File: src/rtl/mul_hilo_ctrl_pkg.sv
// Shared encodings for the HI/LO multiply controller: request opcodes, FSM states and
// default widths.
package mul_hilo_ctrl_pkg;

  localparam int unsigned DataWDefault = 32;
  localparam int unsigned OpWDefault   = 3;

  localparam logic [2:0] OpMult  = 3'd0;
  localparam logic [2:0] OpMultu = 3'd1;
  localparam logic [2:0] OpMthi  = 3'd2;
  localparam logic [2:0] OpMtlo  = 3'd3;
  localparam logic [2:0] OpMfhi  = 3'd4;
  localparam logic [2:0] OpMflo  = 3'd5;

  typedef enum logic [1:0] {
    StIdle,
    StMwb,
    StResp
  } state_e;

endpackage

File: src/rtl/mul_hilo_ctrl_hilo_regfile.sv
// HI/LO architectural register pair with independent write enables; both clear on reset.
module mul_hilo_ctrl_hilo_regfile #(
  parameter int unsigned DATA_W = 32
) (
  input  logic              clk,
  input  logic              resetn,
  input  logic              hi_we,
  input  logic [DATA_W-1:0] hi_wd,
  input  logic              lo_we,
  input  logic [DATA_W-1:0] lo_wd,
  output logic [DATA_W-1:0] hi,
  output logic [DATA_W-1:0] lo
);

  logic [DATA_W-1:0] hi_q;
  logic [DATA_W-1:0] lo_q;

  always_ff @(posedge clk or negedge resetn) begin
    if (!resetn) begin
      hi_q <= '0;
      lo_q <= '0;
    end else begin
      if (hi_we) hi_q <= hi_wd;
      if (lo_we) lo_q <= lo_wd;
    end
  end

  assign hi = hi_q;
  assign lo = lo_q;

endmodule

File: src/rtl/mul_hilo_ctrl.sv
// EX-stage multiply sequencer: drives the 2-stage multiplier, retires products into HI/LO
// and returns MFHI/MFLO data over a held response port.
module mul_hilo_ctrl
  import mul_hilo_ctrl_pkg::*;
#(
  parameter int unsigned DATA_W = DataWDefault,
  parameter int unsigned OP_W   = OpWDefault
) (
  input  logic                clk,
  input  logic                resetn,
  input  logic                req_valid,
  output logic                req_ready,
  input  logic [OP_W-1:0]     req_op,
  input  logic [DATA_W-1:0]   req_src1,
  input  logic [DATA_W-1:0]   req_src2,
  input  logic                flush,
  output logic                mul_en,
  output logic                mul_signed,
  output logic [DATA_W-1:0]   mul_x,
  output logic [DATA_W-1:0]   mul_y,
  input  logic [2*DATA_W-1:0] mul_result,
  output logic                resp_valid,
  input  logic                resp_ready,
  output logic [DATA_W-1:0]   resp_data,
  output logic                busy
);

  localparam logic [OP_W-1:0] OpMultW  = OP_W'(OpMult);
  localparam logic [OP_W-1:0] OpMultuW = OP_W'(OpMultu);
  localparam logic [OP_W-1:0] OpMthiW  = OP_W'(OpMthi);
  localparam logic [OP_W-1:0] OpMtloW  = OP_W'(OpMtlo);
  localparam logic [OP_W-1:0] OpMfhiW  = OP_W'(OpMfhi);
  localparam logic [OP_W-1:0] OpMfloW  = OP_W'(OpMflo);

  state_e state_q, state_d;

  logic              is_mul, is_mthi, is_mtlo, is_mfhi, is_mflo, is_mf;
  logic              accept, retire;
  logic              hi_we, lo_we;
  logic [DATA_W-1:0] hi_wd, lo_wd;
  logic [DATA_W-1:0] hi, lo;
  logic [DATA_W-1:0] resp_data_q;

  assign is_mul  = (req_op == OpMultW) | (req_op == OpMultuW);
  assign is_mthi = (req_op == OpMthiW);
  assign is_mtlo = (req_op == OpMtloW);
  assign is_mfhi = (req_op == OpMfhiW);
  assign is_mflo = (req_op == OpMfloW);
  assign is_mf   = is_mfhi | is_mflo;

  assign accept     = req_valid & req_ready;
  assign mul_en     = accept & is_mul;
  assign mul_signed = (req_op == OpMultW);
  assign mul_x      = req_src1;
  assign mul_y      = req_src2;

  always_ff @(posedge clk or negedge resetn) begin
    if (!resetn) begin
      state_q <= StIdle;
    end else begin
      state_q <= state_d;
    end
  end

  always_comb begin
    state_d = state_q;
    unique case (state_q)
      StIdle: begin
        if (accept && is_mul)     state_d = StMwb;
        else if (accept && is_mf) state_d = StResp;
      end
      StMwb: begin
        if (flush)                state_d = StIdle;
        else if (accept && is_mul) state_d = StMwb;
        else                      state_d = StIdle;
      end
      StResp: begin
        if (resp_ready) state_d = StIdle;
      end
      default: state_d = StIdle;
    endcase
  end

  // In MWB the product retires on the same edge a younger MT writes; the MT wins its register.
  always_comb begin
    req_ready = 1'b0;
    unique case (state_q)
      StIdle:  req_ready = 1'b1;
      StMwb:   req_ready = ~flush & ~(req_valid & is_mf);
      default: req_ready = 1'b0;
    endcase
    retire = (state_q == StMwb) & ~flush;
    hi_we  = retire | (accept & is_mthi);
    lo_we  = retire | (accept & is_mtlo);
    hi_wd  = (accept & is_mthi) ? req_src1 : mul_result[2*DATA_W-1:DATA_W];
    lo_wd  = (accept & is_mtlo) ? req_src1 : mul_result[DATA_W-1:0];
  end

  always_ff @(posedge clk or negedge resetn) begin
    if (!resetn) begin
      resp_data_q <= '0;
    end else if (accept && is_mf) begin
      resp_data_q <= is_mfhi ? hi : lo;
    end
  end

  assign resp_valid = (state_q == StResp);
  assign resp_data  = resp_data_q;
  assign busy       = (state_q != StIdle);

  mul_hilo_ctrl_hilo_regfile #(
    .DATA_W(DATA_W)
  ) u_hilo_regfile (
    .clk   (clk),
    .resetn(resetn),
    .hi_we (hi_we),
    .hi_wd (hi_wd),
    .lo_we (lo_we),
    .lo_wd (lo_wd),
    .hi    (hi),
    .lo    (lo)
  );

endmodule

File: config.mk
export PLATFORM = sky130hd
export DESIGN_NAME = mul_hilo_ctrl
export DESIGN_NICKNAME = d
export VERILOG_FILES = /design/src/rtl/mul_hilo_ctrl_pkg.sv /design/src/rtl/mul_hilo_ctrl_hilo_regfile.sv /design/src/rtl/mul_hilo_ctrl.sv
export SDC_FILE = /design/constraint.sdc
export NUM_CORES = 1
export LEC_CHECK = 0
export BUFFER_PORTS_ARGS = -buffer_cell sky130_fd_sc_hd__buf_4
export CORE_ASPECT_RATIO = 1.75
export CORE_MARGIN = 2
export CORE_UTILIZATION = 53
export CTS_CLUSTER_SIZE = 40
export DETAILED_ROUTE_END_ITERATION = 7
export HOLD_SLACK_MARGIN = 0.08
export PLACE_DENSITY = 0.87
export SYNTH_ARGS = -nofsm -noshare
export SYNTH_HDL_FRONTEND = slang
export SYNTH_HIERARCHICAL = 1
export SYNTH_SLANG_ARGS = --single-unit
export TNS_END_PERCENT = 30
File: constraint.sdc
create_clock -name clk -period 3.3 [get_ports clk]
set_input_delay 0.33 -clock clk [delete_from_list [all_inputs] [get_ports clk]]
set_output_delay 0.33 -clock clk [all_outputs]
set_load 0.01 [all_outputs]
### After elaboration in Yosys (flattened, before gate mapping)

Cells that the tools add are included.

| cells by class | value |
|---|---|
| muxes and demuxes | 10 |
| eq/ne operators | 9 |
| reduce and logical (&&, ||, !) cells | 6 |
| bitwise logic cells | 13 |

Operator list:

| kind | number |
|---|---|
| two-way mux 32 bit | 3 |
| bitwise AND 1 bit | 7 |
| == test 3 x 2 -> 1 bit, second input constant | 2 |
| == test 3 bit, second input constant | 2 |
| two-way mux 2 bit | 3 |
| case mux 2 bit (3 select lines) | 1 |
| OR 1 bit | 4 |
| == test 3 x 1 -> 1 bit, second input constant | 1 |
| zero test 3 bit | 1 |
| inequality test 3 bit, second input constant | 1 |
| == test 2 x 1 -> 1 bit, second input constant | 1 |
| == test 2 bit, second input constant | 1 |
| logical AND 1 bit | 2 |
| zero test 2 bit | 1 |
| two-way mux 1 bit | 2 |
| inequality test 2 x 1 -> 1 bit, second input constant | 1 |
| NOT 1 bit | 2 |
| case mux 1 bit (2 select lines) | 1 |
| AND reduction 2 bit | 1 |
| nonzero test 2 bit | 1 |

| storage, ports and cells | value |
|---|---|
| output and inout bits | 101 |
| logic and storage cells | 42 |
| input bits | 136 |
| register bits | 98 |

### Depth between registers and ports, before layout

| logic depth | value |
|---|---|
| depth after elaboration | 11 |
| gate-level depth with buffers | 7 |
| mapped depth without buffers | 4 |

### Hierarchy

The synthesis kept the hierarchy.

Modules (own cells, without submodules):

| module | area each (um^2) | times used | seq. area each (um^2) | cells each |
|---|---|---|---|---|
| mul_hilo_ctrl | 3104.2 | 1 | 850.8 | 261 |
| mul_hilo_ctrl_hilo_regfile | 2690.1 | 1 | 1601.5 | 136 |

### Least setup slack after synthesis

No wires, ideal clock.

| timing path | value |
|---|---|
| kind | reg-to-reg |
| from | reg state_q[1] |
| to | reg u_hilo_regfile.hi_q[0] (netlist: u_hilo_regfile/hi[0]) |
| period minus slack after synthesis | 1.815 ns |
| buffers on the path | 3 |
| required time | 3.175 ns |
| data arrival time | 1.690 ns |
| path slack | 1.485 ns |
| cell stages (with the launch flop) | 8 |
| library setup time | 0.125 ns |
| cell sequence | dfrtp_1 > nor3b_2 > nand4b_1 > buf_2 > nand2_1 > buf_6 > buf_12 > mux2_4 |

| between the ends | value |
|---|---|
| longest elaborated chain between the ends | 5 |
| elaborated cells on any way between the ends | 8 |
| classes of those cells | eq/ne (1); mux (2); bitwise (4); reduce/logical (1) |

RTL lines:

| what | RTL line | text |
|---|---|---|
| from (decl) | mul_hilo_ctrl.sv:35 | `state_e state_q, state_d;` |
| from (signal assigned) | mul_hilo_ctrl.sv:59 | `state_q <= StIdle;` |
| from (signal assigned) | mul_hilo_ctrl.sv:61 | `state_q <= state_d;` |
| == test 2 x 1 -> 1 bit / zero test 2 bit (equally long branches) | mul_hilo_ctrl.sv:87, mul_hilo_ctrl.sv:92 |  |
| case mux 1 bit (2 select lines) | mul_hilo_ctrl.sv:87 | `unique case (state_q)` |
| bitwise AND 1 bit | mul_hilo_ctrl.sv:51 | `assign accept = req_valid & req_ready;` |
| bitwise AND 1 bit | mul_hilo_ctrl.sv:93 | `hi_we = retire \| (accept & is_mthi);` |
| OR 1 bit * | mul_hilo_ctrl.sv:93 |  |
| net hi_we | mul_hilo_ctrl.sv:39 | `logic hi_we, lo_we;` |
| to (signal assigned) | mul_hilo_ctrl_hilo_regfile.sv:23 | `if (hi_we) hi_q <= hi_wd;` |
| to (decl) | mul_hilo_ctrl_hilo_regfile.sv:15 | `logic [DATA_W-1:0] hi_q;` |

The timed path passes the listed nets; every way through them passes the cells marked *.
A chain may end at the register's enable or synchronous reset.

### Worst setup path in the final report

| timing path | value |
|---|---|
| from | reg state_q[1] |
| to | reg resp_data_q[9] (netlist: resp_data[9]) |

| between the ends | value |
|---|---|
| longest elaborated chain between the ends | 4 |
| elaborated cells on any way between the ends | 5 |
| classes of those cells | eq/ne (1); mux (1); bitwise (1); reduce/logical (2) |

RTL lines:

| what | RTL line | text |
|---|---|---|
| == test 2 x 1 -> 1 bit / zero test 2 bit (equally long branches) | mul_hilo_ctrl.sv:87 |  |
| case mux 1 bit (2 select lines) * | mul_hilo_ctrl.sv:87 |  |
| bitwise AND 1 bit * | mul_hilo_ctrl.sv:51 |  |
| logical AND 1 bit * | mul_hilo_ctrl.sv:102 | `end else if (accept && is_mf) begin` |
| to (signal assigned) | mul_hilo_ctrl.sv:103 | `resp_data_q <= is_mfhi ? hi : lo;` |
| to (decl) | mul_hilo_ctrl.sv:42 | `logic [DATA_W-1:0] resp_data_q;` |

Mark *: on every way between the ends. The rest lies on a longest branch, timed or not.

==> summary.txt <==
Synth
  – Yosys top cell by area: dfrtp_1
  – Synth cell count leaders: 103 x mux2_2, 98 x dfrtp_1, 89 x mux2_4
  – Synth warn: 6
  – Post-Syn Nets: roughly 530
  – Synth top area share: 42.32%
  – Ys flop type: dfrtp_1
  – Top-count cell post-synth: mux2_2
  – Sequential-to-total area share from yosys stat: 42.32%
  – Flops & latches, synth: 98
  – Dominant cells by area after synthesis: dfrtp_1 42%, mux2_4 23%, mux2_2 20%
  – Fraction of registers with async set/reset: 100.0%
  – Synth Cell Area: roughly 5800 µm²
  – Synth cell types: 23
  – Syn Area/Cell: 14.60 µm²
  – Syn Inst Count: 397
  – Number of synthesized flops with an enable pin: 0

Critical path
  – Worst EP arrival: 2.40 ns
  – CP Max Fanout: 13
  – CP peak stage delay: 0.70 ns
  – Critical-path cell list: or2_1 -> or3_2 -> buf_4 -> mux2_4
  – RR Startpoint: state_q[1]$_DFFE_PN0P_
  – CP endpoint kind: flip-flop
  – CP Class: reg -> reg
  – Critical Path RT: 3.52 ns
  – Reg2Reg Setup Slack: 1.12 ns
  – CP startpoint: state_q[1]$_DFFE_PN0P_
  – Worst path slowest cell: or3_2
  – Crit path launch type: flip-flop

Power and ir drop
  – Peak VDD IR: 406.1 µV
  – Leak Pwr: between 3 and 4 nW
  – Seq pwr share: roughly two fifths
  – PD cells: 673.1 nW/µm²
  – P_sw: roughly 1.2 mW
  – Comb power frac: 33.8%
  – Total power: 4.669 mW
  – Int Pwr: 3.427 mW
  – Clock network fraction of design power: 24.6%
  – Switching Share: 26.61%

Floorplan
  – Top Ports: approximately 240
  – CORE AREA: 10700 µm²
  – Chip width: between 80 and 90 µm
  – Rows: 50
  – Die Y: 142.3 µm
  – Starting density of the core: 54.16%
  – Area of the die: 11820 µm²

Route
  – Vias post-DR: 3415
  – Drt first pass iters: 4
  – Total Routed Length: 12.79 mm
  – Routed len/inst: 20.05 µm
  – Post-route ant nets: 0
  – Drt drc: 0
  – DRT iter0 DRCs: 106
  – Vias per std cell: roughly 5.4

CTS
  – Clock-pin slew on the worst setup and hold paths: 0.07 ns
  – Sink Count: 98
  – CTS tree: built
  – Clk root buf: clkbuf_16
  – CTS resizes: 0
  – CTS Buf Count: 9
  – Clk buf depth: 2
  – Clock Latency Late Sink: 0.34 ns
  – # H-tree levels: 3

GRT
  – First-pass GRT wire length: 20.24 mm
  – Largest net degree at the start of global routing: 52
  – Vias in the first global route: 3827
  – Gr ovfl total: 0
  – Initial antenna violation count: 0
  – Total Routing Usage GR: 22.13%

Timing
  – Fmax: 458.9 MHz
  – Final Max Slew Viols: 0
  – Clock Skew: between 0.009 and 0.01 ns
  – Fin crit period: about 2.2 ns
  – Slew @ Worst Pin: 0.6570 ns
  – Final setup vio count: 0
  – Max_slew headroom: 56.20%
  – RSZ-0062 raised after global routing: no
  – Tcrit/Tclk final: approximately 66%
  – Final Hold Viols: 0
  – Fin Setup TNS: 0 ns

Min path
  – Hold path start: resp_ready
  – Hold crit path type: in -> reg

Place
  – I/O Buffers: 172
  – Detailed Place HPWL: 9.239 mm
  – RePlAce Congestion: 0.7742

Final layout
  – # nets final: 639
  – Layout cells sized above 1: 77.17%
  – Inserted Diodes: 0
  – Syn-to-layout area delta: 19.71%

Job
  – MaxCap Viol Count: 0

Run status
  – Outcome: finished clean
-- critical path: cells and delay by family (launching register included) --
kind / cells / cell delay, ns
muxes: 1 / 0.32
buffers and inverters: 1 / 0.32
and+or+nand+nor: 2 / 0.97
DFF: 1 / 0.44
-- routing by layer --
metal | global-route usage (%) | up-vias | part of all wire [%]
li1 | - | 1541 | -
met3 | 4.234 | 42 | 4.5
met4 | 11.39 | 0 | 3.8
met2 | 39.47 | 113 | 54
met5 | 0 | - | 0
met1 | 25.00 | 1719 | 38
-- final timing paths --
check                                                    end  cells past startpoint
max in group asynchronous   u_hilo_regfile/hi[1]$_DFFE_PN0P_                      3
hold reg to reg            u_hilo_regfile/lo[15]$_DFFE_PN0P_                      1
min in group asynchronous          resp_data[23]$_DFFE_PN0P_                      2
hold / removal                        state_q[1]$_DFFE_PN0P_                      2
setup / recovery                    resp_data[9]$_DFFE_PN0P_                      4
setup reg to reg                    resp_data[9]$_DFFE_PN0P_                      4
-- placed cells by master (no fill, tap or decap), types with 2 or more instances in the layout --
cell type	instances
buf_4	180
mux2_2	103
dfrtp_1	98
mux2_4	89
clkbuf_16	9
nand2_1	4
nor2_1	3
nand2_2	2
bufinv_16	2
clkbuf_8	2
-- cells by family (layout without fill, tap and decap cells) --
logic type             Yosys count  count (layout)  synth area share (%)
AOI/OAI and AO/OA                3               3                0.3022
muxes                          192             192                 43.08
buffers and inverters           88             199                 12.80
DFF                             98              98                 42.32
and+or+nand+nor                 16              16                 1.490
-- per-stage QoR --
| stage | cell area (µm²) | setup slack [ns] | hold WS (ns) | util, % | cells |
|---|---|---|---|---|---|
| after floorplan | 5794 | 1.485 | 0.03441 | - | 397 |
| after global placement | 6596 | 1.072 | 0.3946 | 61.66 | 621 |
| after detailed placement | 6596 | 1.038 | 0.4054 | 61.66 | 621 |
| after CTS | 6937 | 1.142 | 0.1737 | 64.84 | 638 |
| after global routing | 6937 | 1.092 | 0.1969 | 64.84 | 638 |
| final | 6937 | 1.121 | 0.1801 | 64.84 | 638 |
-- final cells by class --
| class | count | area [µm²] |
|---|---|---|
| fillers | 774 | 3761 |
| multi-input cells | 211 | 2606 |
| flip-flops and latches | 98 | 2452 |
| repair buffers | 182 | 1381 |
| clock buffers | 12 | 256.5 |
| well taps | 130 | 162.7 |
| clock inverters | 4 | 73.82 |
| inverters | 1 | 3.754 |
-- power by group through the flow --
stage          clock network, mW  logic [mW]  registers [mW]
2_1_floorplan                  0       0.969            1.95
3_3_place_gp                   0        1.53            1.94
3_5_place_dp                   0        1.58            1.95
4_1_cts                     1.16        1.59            1.95
5_1_grt                     1.22        1.67            2.00
6_report                    1.15        1.58            1.94
-- flip-flops by register name, indices dropped and copies added, names as in the netlist --
signal             count
u_hilo_regfile/hi     32
u_hilo_regfile/lo     32
resp_data             32
state_q                2
-- timing repair --
item,CTS,global route
endpoints found under the setup margin,0,0
setup buffers,0,0
hold buffers,1,0
endpoints found under the hold margin,50,0
(Power assumes the default switching activity.)
